File: config.mk
export PLATFORM = sky130hd
export DESIGN_NAME = uart_rx_sequencer
export DESIGN_NICKNAME = d
export VERILOG_FILES = /design/src/rtl/uart_pkg.sv /design/src/rtl/uart_baud_tick.sv /design/src/rtl/uart_rx_sequencer.sv
export SDC_FILE = /design/constraint.sdc
export NUM_CORES = 1
export LEC_CHECK = 0
export CORE_MARGIN = 2
export CORE_UTILIZATION = 45
export CTS_CLUSTER_SIZE = 16
export DETAILED_ROUTE_END_ITERATION = 12
export DONT_BUFFER_PORTS = 1
export GPL_TIMING_DRIVEN = 0
export PLACE_DENSITY = 0.66
export SETUP_SLACK_MARGIN = 0.05
export SYNTH_ARGS = -nofsm -noshare
export SYNTH_HDL_FRONTEND = slang
export SYNTH_HIERARCHICAL = 1
export SYNTH_SLANG_ARGS = --single-unit
File: constraint.sdc
create_clock -name clock -period 1.8 [get_ports clock]
set_input_delay 0.36 -clock clock [delete_from_list [all_inputs] [get_ports clock]]
set_output_delay 0.36 -clock clock [all_outputs]
set_load 0.02 [all_outputs]
File: src/rtl/uart_pkg.sv
// Shared types and defaults for the UART receive sequencer: FSM state encoding,
// parameter defaults and the 3-sample majority vote.
package uart_pkg;

  localparam int unsigned DEF_CLKS_PER_TICK = 4;
  localparam int unsigned DEF_OVERSAMPLE    = 16;
  localparam int unsigned DEF_DATA_BITS     = 8;
  localparam int unsigned DEF_PARITY_EN     = 1;
  localparam int unsigned DEF_PARITY_ODD    = 0;

  typedef enum logic [2:0] {
    ST_IDLE,
    ST_START,
    ST_DATA,
    ST_PARITY,
    ST_STOP
  } rx_state_e;

  function automatic logic majority3(input logic a, input logic b, input logic c);
    return (a & b) | (a & c) | (b & c);
  endfunction

endpackage

File: src/rtl/uart_baud_tick.sv
// Oversample tick divider and per-bit phase counter; both restart from zero on clear
// so sampling is aligned to the accepted start edge.
module uart_baud_tick #(
  parameter int unsigned CLKS_PER_TICK = 4,
  parameter int unsigned OVERSAMPLE    = 16
) (
  input  logic                          clock,
  input  logic                          reset,
  input  logic                          clear,
  input  logic                          enable,
  output logic                          tick,
  output logic [$clog2(OVERSAMPLE)-1:0] phase,
  output logic                          bit_end
);

  localparam int unsigned DIV_W = (CLKS_PER_TICK > 1) ? $clog2(CLKS_PER_TICK) : 1;
  localparam int unsigned PH_W  = $clog2(OVERSAMPLE);
  localparam logic [DIV_W-1:0] DIV_MAX = DIV_W'(CLKS_PER_TICK - 1);
  localparam logic [PH_W-1:0]  PH_MAX  = PH_W'(OVERSAMPLE - 1);

  logic [DIV_W-1:0] div_cnt;

  assign tick    = enable && (div_cnt == DIV_MAX);
  assign bit_end = tick && (phase == PH_MAX);

  always_ff @(posedge clock) begin
    if (reset || clear) begin
      div_cnt <= '0;
      phase   <= '0;
    end else if (enable) begin
      if (tick) begin
        div_cnt <= '0;
        phase   <= (phase == PH_MAX) ? '0 : phase + 1'b1;
      end else begin
        div_cnt <= div_cnt + 1'b1;
      end
    end
  end

endmodule

File: src/rtl/uart_rx_sequencer.sv
// UART receive sequencer: synchronises the line, validates the start bit, votes each bit
// and strobes the SIPO/parity/stop datapath, then reports frame status via valid/ack.
module uart_rx_sequencer
  import uart_pkg::*;
#(
  parameter int unsigned CLKS_PER_TICK = DEF_CLKS_PER_TICK,
  parameter int unsigned OVERSAMPLE    = DEF_OVERSAMPLE,
  parameter int unsigned DATA_BITS     = DEF_DATA_BITS,
  parameter int unsigned PARITY_EN     = DEF_PARITY_EN,
  parameter int unsigned PARITY_ODD    = DEF_PARITY_ODD
) (
  input  logic clock,
  input  logic reset,
  input  logic rx_in,
  output logic sample_bit,
  output logic shift_en,
  output logic parity_en,
  output logic stop_en,
  output logic busy,
  output logic frame_valid,
  input  logic frame_ack,
  output logic parity_error,
  output logic stop_error,
  output logic overrun
);

  localparam int unsigned PH_W  = $clog2(OVERSAMPLE);
  localparam int unsigned IDX_W = $clog2(DATA_BITS);
  localparam logic [PH_W-1:0]  PH_LO    = PH_W'(OVERSAMPLE / 2 - 1);
  localparam logic [PH_W-1:0]  PH_MID   = PH_W'(OVERSAMPLE / 2);
  localparam logic [PH_W-1:0]  PH_HI    = PH_W'(OVERSAMPLE / 2 + 1);
  localparam logic [IDX_W-1:0] IDX_LAST = IDX_W'(DATA_BITS - 1);
  localparam logic             PAR_EN   = (PARITY_EN != 0);
  localparam logic             PAR_ODD  = (PARITY_ODD != 0);

  logic             rx_meta, rx_s, rx_s_d;
  logic             fall, start_hit;
  logic             tick, bit_end, strobe_pt, vote;
  logic [PH_W-1:0]  phase;
  logic [1:0]       vote_hist;
  logic [IDX_W-1:0] bit_idx;
  logic             run_par, par_err_q;
  rx_state_e        state;

  // NOTE: the synchroniser resets to the idle-line level so leaving reset never looks like a start edge.
  always_ff @(posedge clock) begin
    if (reset) begin
      rx_meta <= 1'b1;
      rx_s    <= 1'b1;
      rx_s_d  <= 1'b1;
    end else begin
      rx_meta <= rx_in;
      rx_s    <= rx_meta;
      rx_s_d  <= rx_s;
    end
  end

  assign fall      = rx_s_d & ~rx_s;
  assign start_hit = (state == ST_IDLE) && fall;

  uart_baud_tick #(
    .CLKS_PER_TICK (CLKS_PER_TICK),
    .OVERSAMPLE    (OVERSAMPLE)
  ) u_baud (
    .clock   (clock),
    .reset   (reset),
    .clear   (start_hit),
    .enable  (state != ST_IDLE),
    .tick    (tick),
    .phase   (phase),
    .bit_end (bit_end)
  );

  // The third vote sample is taken live at the strobe point itself.
  assign strobe_pt = tick && (phase == PH_HI);
  assign vote      = majority3(vote_hist[1], vote_hist[0], rx_s);

  always_ff @(posedge clock) begin
    if (reset) begin
      vote_hist <= '0;
    end else if (tick && (phase == PH_LO || phase == PH_MID)) begin
      vote_hist <= {vote_hist[0], rx_s};
    end
  end

  always_ff @(posedge clock) begin
    if (reset) begin
      state        <= ST_IDLE;
      bit_idx      <= '0;
      run_par      <= 1'b0;
      par_err_q    <= 1'b0;
      sample_bit   <= 1'b0;
      shift_en     <= 1'b0;
      parity_en    <= 1'b0;
      stop_en      <= 1'b0;
      busy         <= 1'b0;
      frame_valid  <= 1'b0;
      parity_error <= 1'b0;
      stop_error   <= 1'b0;
      overrun      <= 1'b0;
    end else begin
      shift_en  <= 1'b0;
      parity_en <= 1'b0;
      stop_en   <= 1'b0;
      if (strobe_pt) sample_bit <= vote;
      if (frame_ack && frame_valid) begin
        frame_valid <= 1'b0;
        overrun     <= 1'b0;
      end

      case (state)
        ST_IDLE: begin
          if (fall) begin
            state <= ST_START;
            busy  <= 1'b1;
          end
        end
        ST_START: begin
          if (strobe_pt && vote) begin
            state <= ST_IDLE;
            busy  <= 1'b0;
          end else if (bit_end) begin
            state     <= ST_DATA;
            bit_idx   <= '0;
            run_par   <= 1'b0;
            par_err_q <= 1'b0;
          end
        end
        ST_DATA: begin
          if (strobe_pt) begin
            shift_en <= 1'b1;
            run_par  <= run_par ^ vote;
          end
          if (bit_end) begin
            if (bit_idx == IDX_LAST) state <= PAR_EN ? ST_PARITY : ST_STOP;
            else                     bit_idx <= bit_idx + 1'b1;
          end
        end
        ST_PARITY: begin
          if (strobe_pt) begin
            parity_en <= 1'b1;
            par_err_q <= vote ^ run_par ^ PAR_ODD;
          end
          if (bit_end) state <= ST_STOP;
        end
        ST_STOP: begin
          // Return to IDLE at the strobe so a start edge late in the stop bit is caught.
          if (strobe_pt) begin
            stop_en      <= 1'b1;
            busy         <= 1'b0;
            state        <= ST_IDLE;
            frame_valid  <= 1'b1;
            parity_error <= par_err_q;
            stop_error   <= ~vote;
            if (frame_valid && !frame_ack) overrun <= 1'b1;
          end
        end
        default: state <= ST_IDLE;
      endcase
    end
  end

endmodule

Word level (Yosys, flattened, before mapping)
Cells that the tools add are included.
{"block": "op_classes", "div_mod_pow": 0, "reduce_logical": 26, "n_addsub": 3, "eq_ne": 22, "shift": 0, "mux": 32, "mul": 0, "n_lt_le_gt_ge": 0, "bitwise": 12}
{"operator": "$mux 3", "n": 11}
{"operator": "$ne 2x2->1 const B", "n": 11}
{"operator": "$pmux 3 s5", "n": 1}
{"operator": "$mux 1", "n": 14}
{"operator": "$eq 4x4->1 const B", "n": 3}
{"operator": "$reduce_and 4->1", "n": 3}
{"operator": "$logic_and 1x1->1", "n": 8}
{"operator": "$eq 3x2->1 const B", "n": 2}
{"operator": "$eq 3x3->1 const B", "n": 2}
{"operator": "$pmux 3 s2", "n": 1}
{"operator": "$reduce_and 6->1", "n": 1}
{"operator": "$reduce_bool 3->1", "n": 2}
{"operator": "$reduce_or 2->1", "n": 3}
{"operator": "$not 1->1", "n": 5}
{"operator": "$reduce_and 5->1", "n": 1}
{"operator": "$add 4x1->4 const B", "n": 1}
{"operator": "$and 1x1->1", "n": 4}
{"operator": "$eq 4x3->1 const B", "n": 1}
{"operator": "$mux 4", "n": 1}
{"operator": "$pmux 1 s2", "n": 2}
{"operator": "$reduce_and 2->1", "n": 2}
{"operator": "$reduce_bool 2->1", "n": 2}
{"operator": "$add 3x1->3 const B", "n": 1}
{"operator": "$eq 3x1->1 const B", "n": 1}
{"operator": "10 further kinds", "n": 12}
{"block": "totals", "romBits": 0, "elab_cells": 114, "in_bits": 4, "mem_count": 0, "regBits": 28, "latch_bits": 0, "out_inout_bits": 9, "mem_bits_rw": 0}

Logic depth before layout (Yosys ltp)
{"block": "logic_depth", "depth_word": 6, "mapped_depth": 10, "mapped_depth_nobuf": 7}

Modules after synthesis
The synthesis kept the hierarchy.
{"mod": "uart_rx_sequencer", "seq_area_each_um2": 440.4, "area_per_inst_um2": 1076.0, "n_inst": 1, "cells_each": 118}
{"mod": "uart_baud_tick", "seq_area_each_um2": 120.1, "area_per_inst_um2": 295.3, "n_inst": 1, "cells_each": 35}

Least setup slack after synthesis
No wires, ideal clock.
{"block": "synth_path", "path_type": "reg2reg", "startpoint": "register state[0]", "endpoint": "register state[1]", "setup_slack_ns": -0.211, "synth_period_minus_slack_ns": 2.011, "setup_time_ns": 0.124, "arrival_ns": 1.888, "path_buffers": 2, "required_ns": 1.676, "stages_incl_launch_ff": 10, "cell_sequence": "dfxtp_1 > buf_2 > or3_1 > buf_6 > nand2_2 > nor2_1 > or4b_1 > a31oi_1 > a211o_1 > a31oi_1"}
{"block": "synth_via", "word_cells_on_any_way": 19, "classes_between": "eq/ne (10); mux (2); reduce/logical (7)"}
{"element": "start, declared", "line": "uart_rx_sequencer.sv:43", "source": "rx_state_e state;"}
{"element": "start signal, assigned", "line": "uart_rx_sequencer.sv:135", "source": "if (bit_idx == IDX_LAST) state <= PAR_EN ? ST_PARITY : ST_STOP;"}
{"element": "$reduce_bool 3->1 (*)", "line": "uart_rx_sequencer.sv:68", "source": ".enable (state != ST_IDLE),"}
{"element": "$logic_and 1x1->1 (*)", "line": "uart_baud_tick.sv:23", "source": "assign tick = enable && (div_cnt == DIV_MAX);"}
{"element": "$logic_and 1x1->1 (*)", "line": "uart_baud_tick.sv:24", "source": "assign bit_end = tick && (phase == PH_MAX);"}
{"element": "named net bit_end", "line": "uart_rx_sequencer.sv:38", "source": "logic tick, bit_end, strobe_pt, vote;"}
{"element": "$ne 3x3->1 (no source line) or $ne 2x2->1 (tied branches)"}
{"element": "$reduce_and 6->1 (no source line) (*)"}
The timed path passes the listed nets; every way through them passes the cells marked *.
A chain may end at the register's enable or synchronous reset.

Worst setup path in the final report
Ends and elaborated chain as after synthesis.

==> run summary <==
Status -> finished with violations
Failing checks -> setup timing
CP max stage delay -> 0.46 ns
TritonCTS clock tree -> done
Final worst-path cycle share -> 100%
Synth warn -> 6
Final hold violation count -> 0
GP Congestion -> 0.823
Maxcap violations -> 0
Width of the die -> 59.2 um
Critical Path Stages -> 7
Rows -> 20
Port Buffer Count -> 0
Detailed Place HPWL -> 2040 um
Fmax -> 553 MHz
Worst-margin pin slew -> 0.456 ns
Vias in the first global route -> 1118
Worst Setup Start Kind -> flop
Clk slew on worst S/H paths -> 0.15 ns
Area leader, netlist -> dfxtp_1
Largest net degree at the start of global routing -> 17
Mapped Area -> 0.00137 mm2
Final core occ -> 55.3%
Vias per cell -> 6.04
Clk_skew -> 0.00209 ns
DR vias -> 1184
Top cell by count, worst path -> a31oi_1
CTS root buf -> clkbuf_4
Required time of the critical path -> 2.03 ns
H-tree depth -> 1
Max transition margin -> 69.6%
Number of buffers created by CTS -> 3
Worst Reg-to-Reg Cells -> 7
Drt first pass iters -> 4
Hold Crit Class -> in2reg
CP Capture Type -> flop
Later-pin clock latency in the skew report -> 0.33 ns
Fin cells -> 196
Synthesized net count -> 161
Crit-path slowest cell -> or4b_1
Worst EP arrival -> 2.03 ns
Initial antenna violation count -> 0
Die height -> 59.2 um
Die area -> 0.00350 mm2
CP Cell Sequence -> or3_4, nand2_4, nor2_4, or4b_1, a31oi_1, a211o_1, a31oi_1
# DRC -> 0
Critical Path Fanout Max -> 4
Setup tns final -> -0.00715 ns
First-pass GRT wire length -> 4900 um
Hold_ws -> 0.109 ns
Pwr/cell area -> 788 mW/mm2
ANT cells -> 0
GRT Residual Overflow -> 0
Post-synthesis async set-or-reset flop share -> 0%
Layout cells sized above 1 -> 29.4%
Yosys reg bits -> 28
Largest delay contributor family on the critical path -> simple AND/OR/NAND/NOR gates
Post-synthesis area per instance -> 8.96 um2
Syn-to-layout area delta -> 20.1%
Critical path type -> reg2reg
Period minus WS final -> 1.81 ns
Maximum buffer depth of the clock tree -> 2
Hold Path Depth -> 1
Post-Syn Instances -> 153
Dominant synthesized flop cell -> dfxtp_1
Number of I/O pins -> 13
Post-CTS Hold Buffers -> 0
Initial Util -> 46.1%
Placed cells -> 186
Sequential area share after synthesis -> 40.9%
Antenna-violating nets left -> 0
Final setup violation count -> 1
Synth cell types -> 48
Core Region -> 0.00298 mm2
DRT Wirelength -> 3010 um
Max-slew violations -> 0
WL/cell -> 15.3 um
Top post-synthesis cells by area -> dfxtp_1 (41%), mux2i_1 (5.1%), a21oi_1 (4.4%), ha_1 (3.6%), nand3_1 (3.6%)
NumNets Final -> 172
DR iter-0 viols -> 86
Share of the synthesized area in the top cell type -> 40.9%
Post-synth EDFFs -> 0
Peak VDD IR -> 0.000456 V
All-Layer GR Usage -> 18.2%
Post-route worst setup slack -> -0.00715 ns
RSZ-0062 raised after global routing -> yes
Setup WS pre-CTS -> -0.217 ns
Sum of buffers and inverters on the critical path -> 0
Clk sinks -> 28
Lkg Pwr -> 0.595 nW
==> power breakdown <==
group	total, W	internal [W]	switching, W	leakage, nW
Clock	0.000414	0.000225	0.000189	0.0279
Combinational	0.000219	0.000103	0.000116	0.337
Sequential	0.000665	0.000642	0.0000230	0.230
==> repair_timing <==
action,CTS,global route
pin swaps,4,4
gates resized for setup,5,20
setup buffers,4,5
endpoints found under the hold margin,0,0
setup endpoints to repair,17,11
==> cell type report <==
class	count	area [um2]
Clock inverter	1	30.0
Fill cell	275	1330
Clock buffer	3	22.5
Timing Repair Buffer	9	71.3
Inverter	5	18.8
Buffer	5	21.3
Sequential cell	28	574
Tap cell	33	41.3
Multi-Input combinational cell	112	867
==> final timing paths <==
path / to / from / slack [ns]
min reg2reg: rx_s$_SDFF_PP1_ / rx_meta$_SDFF_PP1_ / 0.43
max: state[1]$_SDFFE_PP0P_ / state[0]$_SDFFE_PP0P_ / -0.007
min: flop / frame_ack / 0.11
max reg2reg: state[1]$_SDFFE_PP0P_ / state[0]$_SDFFE_PP0P_ / -0.007
==> cell families (layout without fill, tap and decap cells) <==
| kind of cell | Yosys count | in the layout | share of synthesized area, % |
|---|---|---|---|
| flops | 28 | 28 | 40.9 |
| buf+inv | 13 | 23 | 4.38 |
| xor+xnor | 1 | 1 | 0.639 |
| fa+ha+maj | 5 | 5 | 4.47 |
| simple gates | 66 | 66 | 28.7 |
| compound gates | 33 | 33 | 15.8 |
| mux | 7 | 7 | 5.11 |
==> cell usage after synthesis, types with 2 or more instances <==
master,count
a21oi_1,12
and2_1,2
nand2_1,6
o2111ai_1,2
nand4_1,3
nand2b_1,3
clkbuf_1,4
mux2i_1,7
nor2_1,12
nand3b_1,2
or3_1,2
ha_1,4
nand3_1,10
nor3b_1,3
nor2b_1,4
nor3_1,4
or2_2,4
buf_2,3
inv_1,5
a31oi_1,4
dfxtp_1,28
o21ai_1,3
==> layout by cell type (no fill, tap or decap), types with 2 or more instances in the layout <==
cell,netlist,layout
clkbuf_4,0,3
dfxtp_1,28,23
nand3_2,0,4
nand2_1,6,5
o2111ai_2,0,2
nor3_1,4,3
a31oi_1,4,4
nor3_2,1,2
buf_2,3,2
or2_2,4,4
nand3b_1,2,2
nor2_1,12,11
inv_1,5,4
nor2b_1,4,4
a21oi_1,12,12
dfxtp_4,0,3
nor3b_1,3,3
ha_4,0,2
nand3_1,10,6
clkbuf_1,4,3
buf_4,0,8
mux2i_1,7,7
o21ai_1,3,3
nand2b_1,3,3
dfxtp_2,0,2
or3_4,1,2
nand4_1,3,3
ha_1,4,2
==> metal layers <==
layer | track usage, % | vias to the layer above | share of wire [%]
li1 | - | 573 | -
met1 | 21.7 | 576 | 43
met3 | 3.28 | 5 | 3.8
met4 | 5.84 | 0 | 1.3
met5 | 0 | - | 0
met2 | 32.8 | 30 | 52
==> registers in the layout, summed over array words and instances (netlist names), 2 cells and up, named ones only <==
signal and cells:
state 3, vote_hist 2, u_baud/phase 4, bit_idx 3, u_baud/div_cnt 2
==> through the flow <==
| step | area (um2) | total power (W) |
|---|---|---|
| 5_1_grt | 1650 | 0.00136 |
| 6_report | 1650 | 0.00130 |
| 3_3_place_gp | 1440 | 0.000865 |
| 2_1_floorplan | 1400 | 0.000836 |
| 4_1_cts | 1500 | 0.00129 |
| 3_5_place_dp | 1440 | 0.000871 |
Note: power is estimated with default switching activity, not from simulation.
